$ cat src/rtl/mining_scheduler_pkg.sv
// Shared types and helpers for the miner: scheduler state encoding, header/digest
// widths, and the byte-reversal used for nonce insertion and digest comparison.
package miner_pkg;

    localparam int HDR_PREFIX_W = 608;
    localparam int HDR_W        = 640;
    localparam int DIGEST_W     = 256;

    typedef enum logic [2:0] {
        ST_IDLE,
        ST_LAUNCH,
        ST_WAIT,
        ST_CHECK,
        ST_REPORT,
        ST_DONE
    } state_t;

    // Reverses the byte order of the low nbytes bytes of v; upper bytes return as zero.
    function automatic logic [DIGEST_W-1:0] byte_rev(input logic [DIGEST_W-1:0] v,
                                                     input int nbytes);
        logic [DIGEST_W-1:0] r;
        r = '0;
        for (int i = 0; i < DIGEST_W/8; i++) begin
            for (int j = 0; j < DIGEST_W/8; j++) begin
                if (i < nbytes && j == nbytes - 1 - i) r[8*i +: 8] = v[8*j +: 8];
            end
        end
        return r;
    endfunction

    function automatic logic [31:0] nonce_le(input logic [31:0] n);
        logic [DIGEST_W-1:0] t;
        t = byte_rev({{(DIGEST_W-32){1'b0}}, n}, 4);
        return t[31:0];
    endfunction

endpackage

$ cat src/rtl/mining_scheduler_if.sv
// Job, hash-core and result signals of the mining scheduler. The master modport is
// the scheduler side; the slave modport is the job source / hash core / consumer side.
interface mining_scheduler_if #(parameter int NONCE_W = 32, parameter int CNT_W = 32);
    import miner_pkg::*;

    // Handshakes: a job transfers on a rising edge where job_valid && job_ready;
    // a found nonce transfers where found_valid && found_ack; found_valid holds
    // its nonce stable until that edge. hash_start/hash_done/exhausted are pulses.
    logic                    job_valid;
    logic                    job_ready;
    logic [HDR_PREFIX_W-1:0] job_header;
    logic [DIGEST_W-1:0]     job_target;
    logic [NONCE_W-1:0]      job_nonce_start;
    logic [NONCE_W-1:0]      job_nonce_end;
    logic                    abort;
    logic                    hash_start;
    logic [HDR_W-1:0]        hash_header;
    logic                    hash_done;
    logic [DIGEST_W-1:0]     hash_digest;
    logic                    found_valid;
    logic [NONCE_W-1:0]      found_nonce;
    logic                    found_ack;
    logic                    exhausted;
    logic                    timeout_err;
    logic                    busy;
    logic [CNT_W-1:0]        hash_count;

    modport master (
        input  job_valid, job_header, job_target, job_nonce_start, job_nonce_end,
               abort, hash_done, hash_digest, found_ack,
        output job_ready, hash_start, hash_header, found_valid, found_nonce,
               exhausted, timeout_err, busy, hash_count
    );

    modport slave (
        output job_valid, job_header, job_target, job_nonce_start, job_nonce_end,
               abort, hash_done, hash_digest, found_ack,
        input  job_ready, hash_start, hash_header, found_valid, found_nonce,
               exhausted, timeout_err, busy, hash_count
    );

endinterface

$ cat src/rtl/mining_scheduler_target_compare.sv
// Digest-versus-target check: the SHA-order digest is read as a little-endian
// integer and must not exceed the big-endian target.
module target_compare
    import miner_pkg::*;
(
    input  logic [DIGEST_W-1:0] digest,
    input  logic [DIGEST_W-1:0] target,
    output logic                hit
);

    logic [DIGEST_W-1:0] val;

    assign val = byte_rev(digest, DIGEST_W/8);
    assign hit = (val <= target);

endmodule

$ cat src/rtl/mining_scheduler.sv
// Walks one job's inclusive nonce range through a shared double-SHA256 core,
// reporting winning nonces, range exhaustion and core timeouts.
module mining_scheduler
    import miner_pkg::*;
#(
    parameter int NONCE_W     = 32,
    parameter int TIMEOUT_CYC = 4096,
    parameter int CNT_W       = 32
) (
    input  logic        clk,
    input  logic        rst_n,
    mining_scheduler_if.master bus,
    output state_t      dbg_state
);

    localparam int WC_W = $clog2(TIMEOUT_CYC + 1);

    state_t                  state, state_n;
    logic [NONCE_W-1:0]      nonce_q, end_q, nonce_inc;
    logic [HDR_PREFIX_W-1:0] prefix_q;
    logic [DIGEST_W-1:0]     target_q, digest_q;
    logic [HDR_W-1:0]        header_q;
    logic [WC_W-1:0]         wait_cnt;
    logic [CNT_W-1:0]        hash_count_q;
    logic                    timeout_q;
    logic                    hit, last, accept, advance, wait_expired;

    target_compare u_cmp (
        .digest (digest_q),
        .target (target_q),
        .hit    (hit)
    );

    // abort beats a simultaneous job offer in IDLE
    assign accept       = (state == ST_IDLE) && bus.job_valid && !bus.abort;
    assign last         = (nonce_q == end_q);
    assign nonce_inc    = nonce_q + 1'b1;
    // wait_cnt counts cycles since hash_start, so the flag rises TIMEOUT_CYC cycles after it
    assign wait_expired = (wait_cnt == WC_W'(TIMEOUT_CYC - 1));
    assign advance      = !bus.abort && !last &&
                          (((state == ST_CHECK) && !hit) ||
                           ((state == ST_REPORT) && bus.found_ack));

    always_comb begin
        state_n = state;
        case (state)
            ST_IDLE:   if (accept) state_n = ST_LAUNCH;
            ST_LAUNCH: state_n = ST_WAIT;
            ST_WAIT: begin
                if (bus.hash_done)     state_n = ST_CHECK;
                else if (wait_expired) state_n = ST_IDLE;
            end
            ST_CHECK: begin
                if (hit)       state_n = ST_REPORT;
                else if (last) state_n = ST_DONE;
                else           state_n = ST_LAUNCH;
            end
            ST_REPORT: if (bus.found_ack) state_n = last ? ST_DONE : ST_LAUNCH;
            ST_DONE:   state_n = ST_IDLE;
            default:   state_n = ST_IDLE;
        endcase
        if (bus.abort) state_n = ST_IDLE;
    end

    always_ff @(posedge clk or negedge rst_n) begin
        if (!rst_n) state <= ST_IDLE;
        else        state <= state_n;
    end

    always_ff @(posedge clk or negedge rst_n) begin
        if (!rst_n) begin
            nonce_q      <= '0;
            end_q        <= '0;
            prefix_q     <= '0;
            target_q     <= '0;
            digest_q     <= '0;
            header_q     <= '0;
            wait_cnt     <= '0;
            hash_count_q <= '0;
            timeout_q    <= 1'b0;
        end else begin
            if (accept) begin
                prefix_q     <= bus.job_header;
                target_q     <= bus.job_target;
                nonce_q      <= bus.job_nonce_start;
                end_q        <= bus.job_nonce_end;
                header_q     <= {bus.job_header, nonce_le(bus.job_nonce_start)};
                hash_count_q <= '0;
                timeout_q    <= 1'b0;
            end
            // header only changes between hashes, never while the core is using it
            if (advance) begin
                nonce_q  <= nonce_inc;
                header_q <= {prefix_q, nonce_le(nonce_inc)};
            end
            if (state == ST_LAUNCH)    wait_cnt <= WC_W'(1);
            else if (state == ST_WAIT) wait_cnt <= wait_cnt + 1'b1;
            if ((state == ST_WAIT) && bus.hash_done) digest_q <= bus.hash_digest;
            if ((state == ST_CHECK) && !bus.abort) hash_count_q <= hash_count_q + 1'b1;
            if ((state == ST_WAIT) && !bus.hash_done && wait_expired && !bus.abort)
                timeout_q <= 1'b1;
        end
    end

    assign bus.job_ready   = (state == ST_IDLE);
    assign bus.busy        = (state != ST_IDLE);
    assign bus.hash_start  = (state == ST_LAUNCH);
    assign bus.hash_header = header_q;
    assign bus.found_valid = (state == ST_REPORT);
    assign bus.found_nonce = (state == ST_REPORT) ? nonce_q : '0;
    assign bus.exhausted   = (state == ST_DONE);
    assign bus.timeout_err = timeout_q;
    assign bus.hash_count  = hash_count_q;
    assign dbg_state       = state;

endmodule

$ cat src/flat_wrapper.sv
// flat-port wrapper written by rule: the top's interface ports become plain ports
module mining_scheduler_flat import miner_pkg::*;
#(
    parameter int NONCE_W     = 32,
    parameter int TIMEOUT_CYC = 4096,
    parameter int CNT_W       = 32
)
  (clk, rst_n, dbg_state, bus_job_valid, bus_job_header, bus_job_target, bus_job_nonce_start, bus_job_nonce_end, bus_abort, bus_hash_done, bus_hash_digest, bus_found_ack, bus_job_ready, bus_hash_start, bus_hash_header, bus_found_valid, bus_found_nonce, bus_exhausted, bus_timeout_err, bus_busy, bus_hash_count);
  mining_scheduler_if #(.NONCE_W(NONCE_W), .CNT_W(CNT_W)) bus_i ();
  input  logic clk;
  input  logic rst_n;
  output state_t dbg_state;
  input wire logic [$bits(bus_i.job_valid)-1:0] bus_job_valid;
  input wire logic [$bits(bus_i.job_header)-1:0] bus_job_header;
  input wire logic [$bits(bus_i.job_target)-1:0] bus_job_target;
  input wire logic [$bits(bus_i.job_nonce_start)-1:0] bus_job_nonce_start;
  input wire logic [$bits(bus_i.job_nonce_end)-1:0] bus_job_nonce_end;
  input wire logic [$bits(bus_i.abort)-1:0] bus_abort;
  input wire logic [$bits(bus_i.hash_done)-1:0] bus_hash_done;
  input wire logic [$bits(bus_i.hash_digest)-1:0] bus_hash_digest;
  input wire logic [$bits(bus_i.found_ack)-1:0] bus_found_ack;
  output wire logic [$bits(bus_i.job_ready)-1:0] bus_job_ready;
  output wire logic [$bits(bus_i.hash_start)-1:0] bus_hash_start;
  output wire logic [$bits(bus_i.hash_header)-1:0] bus_hash_header;
  output wire logic [$bits(bus_i.found_valid)-1:0] bus_found_valid;
  output wire logic [$bits(bus_i.found_nonce)-1:0] bus_found_nonce;
  output wire logic [$bits(bus_i.exhausted)-1:0] bus_exhausted;
  output wire logic [$bits(bus_i.timeout_err)-1:0] bus_timeout_err;
  output wire logic [$bits(bus_i.busy)-1:0] bus_busy;
  output wire logic [$bits(bus_i.hash_count)-1:0] bus_hash_count;
  assign bus_i.job_valid = bus_job_valid;
  assign bus_i.job_header = bus_job_header;
  assign bus_i.job_target = bus_job_target;
  assign bus_i.job_nonce_start = bus_job_nonce_start;
  assign bus_i.job_nonce_end = bus_job_nonce_end;
  assign bus_i.abort = bus_abort;
  assign bus_i.hash_done = bus_hash_done;
  assign bus_i.hash_digest = bus_hash_digest;
  assign bus_i.found_ack = bus_found_ack;
  assign bus_job_ready = bus_i.job_ready;
  assign bus_hash_start = bus_i.hash_start;
  assign bus_hash_header = bus_i.hash_header;
  assign bus_found_valid = bus_i.found_valid;
  assign bus_found_nonce = bus_i.found_nonce;
  assign bus_exhausted = bus_i.exhausted;
  assign bus_timeout_err = bus_i.timeout_err;
  assign bus_busy = bus_i.busy;
  assign bus_hash_count = bus_i.hash_count;
  mining_scheduler #(.NONCE_W(NONCE_W), .TIMEOUT_CYC(TIMEOUT_CYC), .CNT_W(CNT_W)) u_core (.clk(clk), .rst_n(rst_n), .bus(bus_i), .dbg_state(dbg_state));
endmodule
$ cat config.mk
export PLATFORM = sky130hd
export DESIGN_NAME = mining_scheduler_flat
export DESIGN_NICKNAME = d
export VERILOG_FILES = /design/src/rtl/mining_scheduler_pkg.sv /design/src/rtl/mining_scheduler_if.sv /design/src/rtl/mining_scheduler_target_compare.sv /design/src/rtl/mining_scheduler.sv /design/src/flat_wrapper.sv
export SDC_FILE = /design/constraint.sdc
export NUM_CORES = 2
export LEC_CHECK = 0
export CORE_AREA = 2 2 741 743
export CTS_CLUSTER_SIZE = 14
export DETAILED_ROUTE_END_ITERATION = 10
export DIE_AREA = 0 0 743 745
export PLACE_DENSITY = 0.42
export SYNTH_ARGS = -nofsm -noshare
export SYNTH_HDL_FRONTEND = slang
export SYNTH_SLANG_ARGS = --single-unit
$ cat constraint.sdc
create_clock -name clk -period 2.96 [get_ports clk]
set_input_delay 0.592 -clock clk [delete_from_list [all_inputs] [get_ports clk]]
set_output_delay 0.592 -clock clk [all_outputs]
set_load 0.01 [all_outputs]
==> flow_metrics.env <==
export IMPL_crit_path_top_delay_cell="a2111o_1"
export IMPL_synth_edf_count=0
export IMPL_ys_ff_latch=1841
export IMPL_ios=1903
export IMPL_reg2reg_setup_slack_ns=-1.0
export IMPL_avgSynthCellArea_um2=9.730
export IMPL_grt_ovfl_total=0
export IMPL_reg2reg_depth=16
export IMPL_worst_slack_ns=-0.9979
export IMPL_r2r_end="u_core.bus.hash_header[74]"
export IMPL_clk_path_buf_depth=4
export IMPL_critPathLaunchType="flop"
export IMPL_antenna_found_initial=405
export IMPL_cts_htree_levels=4
export IMPL_cp_common_cell="buf_16"
export IMPL_worstPathCellList="inv_1 -> ha_1 -> a21oi_1 -> o21ai_0 -> a221o_1 -> a2111o_1 -> o211ai_1 -> o2111ai_2 -> nor3_4 -> o31ai_4 -> buf_12 -> buf_16 -> buf_16 -> buf_4 -> clkbuf_16 -> a21o_1"
export IMPL_hold_path_end="u_core.end_q[21]"
export IMPL_fin_nets=12230
export IMPL_core_um2=546200
export IMPL_initial_core_util_pct=14.57
export IMPL_yosys_warnings=0
export IMPL_grt_pass1_wl_mm=619.8
export IMPL_rows=272
export IMPL_failed_checks="negative setup slack"
export IMPL_ant_nets=0
export IMPL_wl_met1_mm=199.4
export IMPL_yosysSeqAreaShare_pct=57.88
export IMPL_min_path_cells=3
export IMPL_die_area_um2=553500
export IMPL_hold_path_class="primary input to flop"
export IMPL_drc_errors=0
export IMPL_ys_types=69
export IMPL_powerDensity_nw_per_um2=904.8
export IMPL_fp_dieH_um=745
export IMPL_ir_worst_vdd_mv=0.4551
export IMPL_clock_latency_ns=0.94
export IMPL_syn_area_um2=79590
export IMPL_worstSetupEndpointType="flop"
export IMPL_fillCellCount=59440
export IMPL_cts_tree="yes"
export IMPL_firstDrtPassIters=5
export IMPL_netlist_top_cells_area="dfrtp_1 58%, nand2_1 14%, a21o_1 6.0%"
export IMPL_worstHoldStart="bus_job_nonce_end[21]"
export IMPL_wl_per_cell_um=25.87
export IMPL_setup_viol=683
export IMPL_intPower_mw=72.91
export IMPL_maxCapViolCount=0
export IMPL_cp_buffers_inverters=6
export IMPL_critPathMaxFanout=10
export IMPL_clkPwrFrac_pct=27.0
export IMPL_top_layer_used="met5"
export IMPL_grt_max_degree=94
export IMPL_gp_congestion=0.8786
export IMPL_clock_sinks=1841
export IMPL_drive_gt1_share_pct=16.09
export IMPL_switching_share_pct=35.30
export IMPL_cp_top_family="compound AO/OA/AOI/OAI gates"
export IMPL_port_buffer_count=1902
export IMPL_syn_to_final_growth_pct=56.48
export IMPL_dp_slack_ns=-1.303
export IMPL_final_common_cell="nand2_1"
export IMPL_route_met2_wl_mm=208.9
export IMPL_cts_buffers=236
export IMPL_vias=70770
export IMPL_synth_async_reset_ratio_pct=100.0
export IMPL_grt_pass1_vias=69170
export IMPL_crit_type="flop to flop"
export IMPL_combPwrFrac_pct=37.1
export IMPL_post_route_period_util_pct=133.7
export IMPL_synth_area_leader_cell="dfrtp_1"
export IMPL_run_status="finished with violations"
export IMPL_stdcell_count=18330
export IMPL_grt_setup_unrepaired="yes"
export IMPL_fin_worst_skew_ns=0.08703
export IMPL_max_slew_margin_pct=40.23
export IMPL_met3_length_mm=46.54
export IMPL_max_stage_delay_ns=0.55
export IMPL_placedCellCount=17730
export IMPL_netlist_instances=8180
export IMPL_clkTransAtPathRegs_ns=0.06
export IMPL_avgViaCountPerCell=3.862
export IMPL_synth_top_cell_area_share_pct=57.88
export IMPL_syn_nets=9629
export IMPL_worst_pin_slew_ns=0.8872
export IMPL_root_buffer="clkbuf_16"
export IMPL_fmaxAchievable_ghz=0.2527
export IMPL_drv_slew=0
export IMPL_worstReg2RegStart="u_core.target_q[81]"
export IMPL_finalPower_mw=112.7
export IMPL_wl_mm=474.1
export IMPL_leakagePower_nw=59.24
export IMPL_final_core_util_pct=22.80
export IMPL_dp_hpwl_mm=387.2
export IMPL_hold_viol=0
export IMPL_synthFlopType="dfrtp_1"
export IMPL_die_w_um=743
export IMPL_period_needed_ns=3.958
export IMPL_drt_iter0_drc=4941
export IMPL_grt_usage_pct=16.24
export IMPL_final_cell_mix="2890 x nand2_1, 1873 x clkdlybuf4s50_1, 1839 x dfrtp_1"
export IMPL_cp_required_ns=3.75
export IMPL_switchingPower_mw=39.77
export IMPL_arrival_ns=4.75
export IMPL_pwr_share_seq_pct=36.0
## tightest hold or removal path, stage by stage
cell	delay [ns]
clkdlybuf4s50_1	0.40
nand2_1	0.06
nand2_1	0.04
## power groups by stage
stage / Clock (mW) / Combinational (mW) / Sequential [mW]
final: 30.4 / 41.8 / 40.5
after detailed placement: 0 / 41.5 / 40.8
after CTS: 31.4 / 42.1 / 40.5
after global routing: 32.4 / 46.1 / 41.6
after global placement: 0 / 41.3 / 40.8
after floorplan: 0 / 17.0 / 40.7
## flip-flops by register name (all words and copies together) (netlist names)
signal                  count
u_core.bus.timeout_err      1
u_core.wait_cnt            13
u_core.end_q               32
u_core.bus.hash_count      32
u_core.digest_q           256
u_core.prefix_q           608
u_core.dbg_state            3
u_core.bus.hash_header    640
u_core.target_q           256
## cells in the mapped netlist (3+ instances only)
cell type / n
nand2_1: 2892
dfrtp_1: 1841
a21oi_1: 712
a21o_1: 634
o21ai_0: 315
clkbuf_1: 307
inv_1: 277
mux2_2: 266
ha_1: 259
buf_2: 117
nand3_1: 80
nand4_1: 76
nor2_1: 57
and3_1: 55
xnor2_1: 34
nor3_1: 26
buf_4: 23
mux2i_1: 14
a221o_1: 12
buf_1: 12
o31ai_1: 12
a211oi_1: 11
nor4_1: 11
o211ai_1: 11
a221oi_1: 9
o221a_2: 9
and4_1: 8
and2_1: 7
nor2b_1: 7
nor3b_1: 7
o21ai_1: 6
buf_6: 4
or2_2: 4
a2111oi_0: 3
a211o_1: 3
a21boi_0: 3
a31oi_1: 3
a32oi_1: 3
and3b_1: 3
nand2b_1: 3
o21a_1: 3
## per-layer routing
metal  global-route usage [%]  vias up
li1                         -    32540
met1                    20.38    34510
met2                    25.08     2557
met3                    6.544      919
met4                    5.796      248
met5                        0        -
## worst max-delay path by stage
| stage | start | to | depth (start not counted) |
|---|---|---|---|
| after detailed placement | u_core.digest_q[103] | u_core.bus.hash_header[493] | 16 |
| final | u_core.target_q[81] | u_core.bus.hash_header[74] | 16 |
| after CTS | u_core.digest_q[15] | u_core.bus.hash_header[509] | 16 |
| after global routing | u_core.digest_q[85] | u_core.bus.hash_header[188] | 17 |
| after floorplan | u_core.digest_q[69] | u_core.bus.hash_header[120] | 14 |
| after global placement | u_core.digest_q[103] | u_core.bus.hash_header[477] | 16 |
## final cells by class
cell class              instances  area (um2)  area share, %
diodes                         97       242.7         0.1949
clock buffers                 332        6848          5.498
clock inverters                95        1202         0.9654
inverters                     277        1040         0.8348
multi-input cells            5599       31120          24.99
flip-flops and latches       1841       46070          36.99
well taps                    7261        9085          7.294
repair buffers               2825       28930          23.23
## logic make-up after synthesis
| group | count (synthesis) | synth area share [%] |
|---|---|---|
| flops | 1841 | 57.88 |
| xor+xnor | 34 | 0.3741 |
| fa+ha+maj | 259 | 4.072 |
| compound gates | 1776 | 13.68 |
| mux | 280 | 3.939 |
| buf+inv | 740 | 3.820 |
| simple gates | 3250 | 16.24 |
## metrics by stage
stage | area [um2] | setup TNS [ns] | hold WS, ns
2_1_floorplan | 79720 | -112.96 | 0.2964
3_3_place_gp | 113900 | -756.82 | 0.4533
3_5_place_dp | 113900 | -787.15 | 0.4570
4_1_cts | 122600 | -595.61 | 0.04893
5_1_grt | 124400 | -682.15 | 0.1103
6_report | 124500 | -577.92 | 0.1843
## timing repair
action	CTS	global route
hold endpoints to repair	67	0
hold buffers	1	0
buffers inserted	16	16
setup endpoints to repair	707	697
pin swaps	19	31
gates cloned	6	40
gates resized for setup	75	150
(Power assumes the default switching activity.)
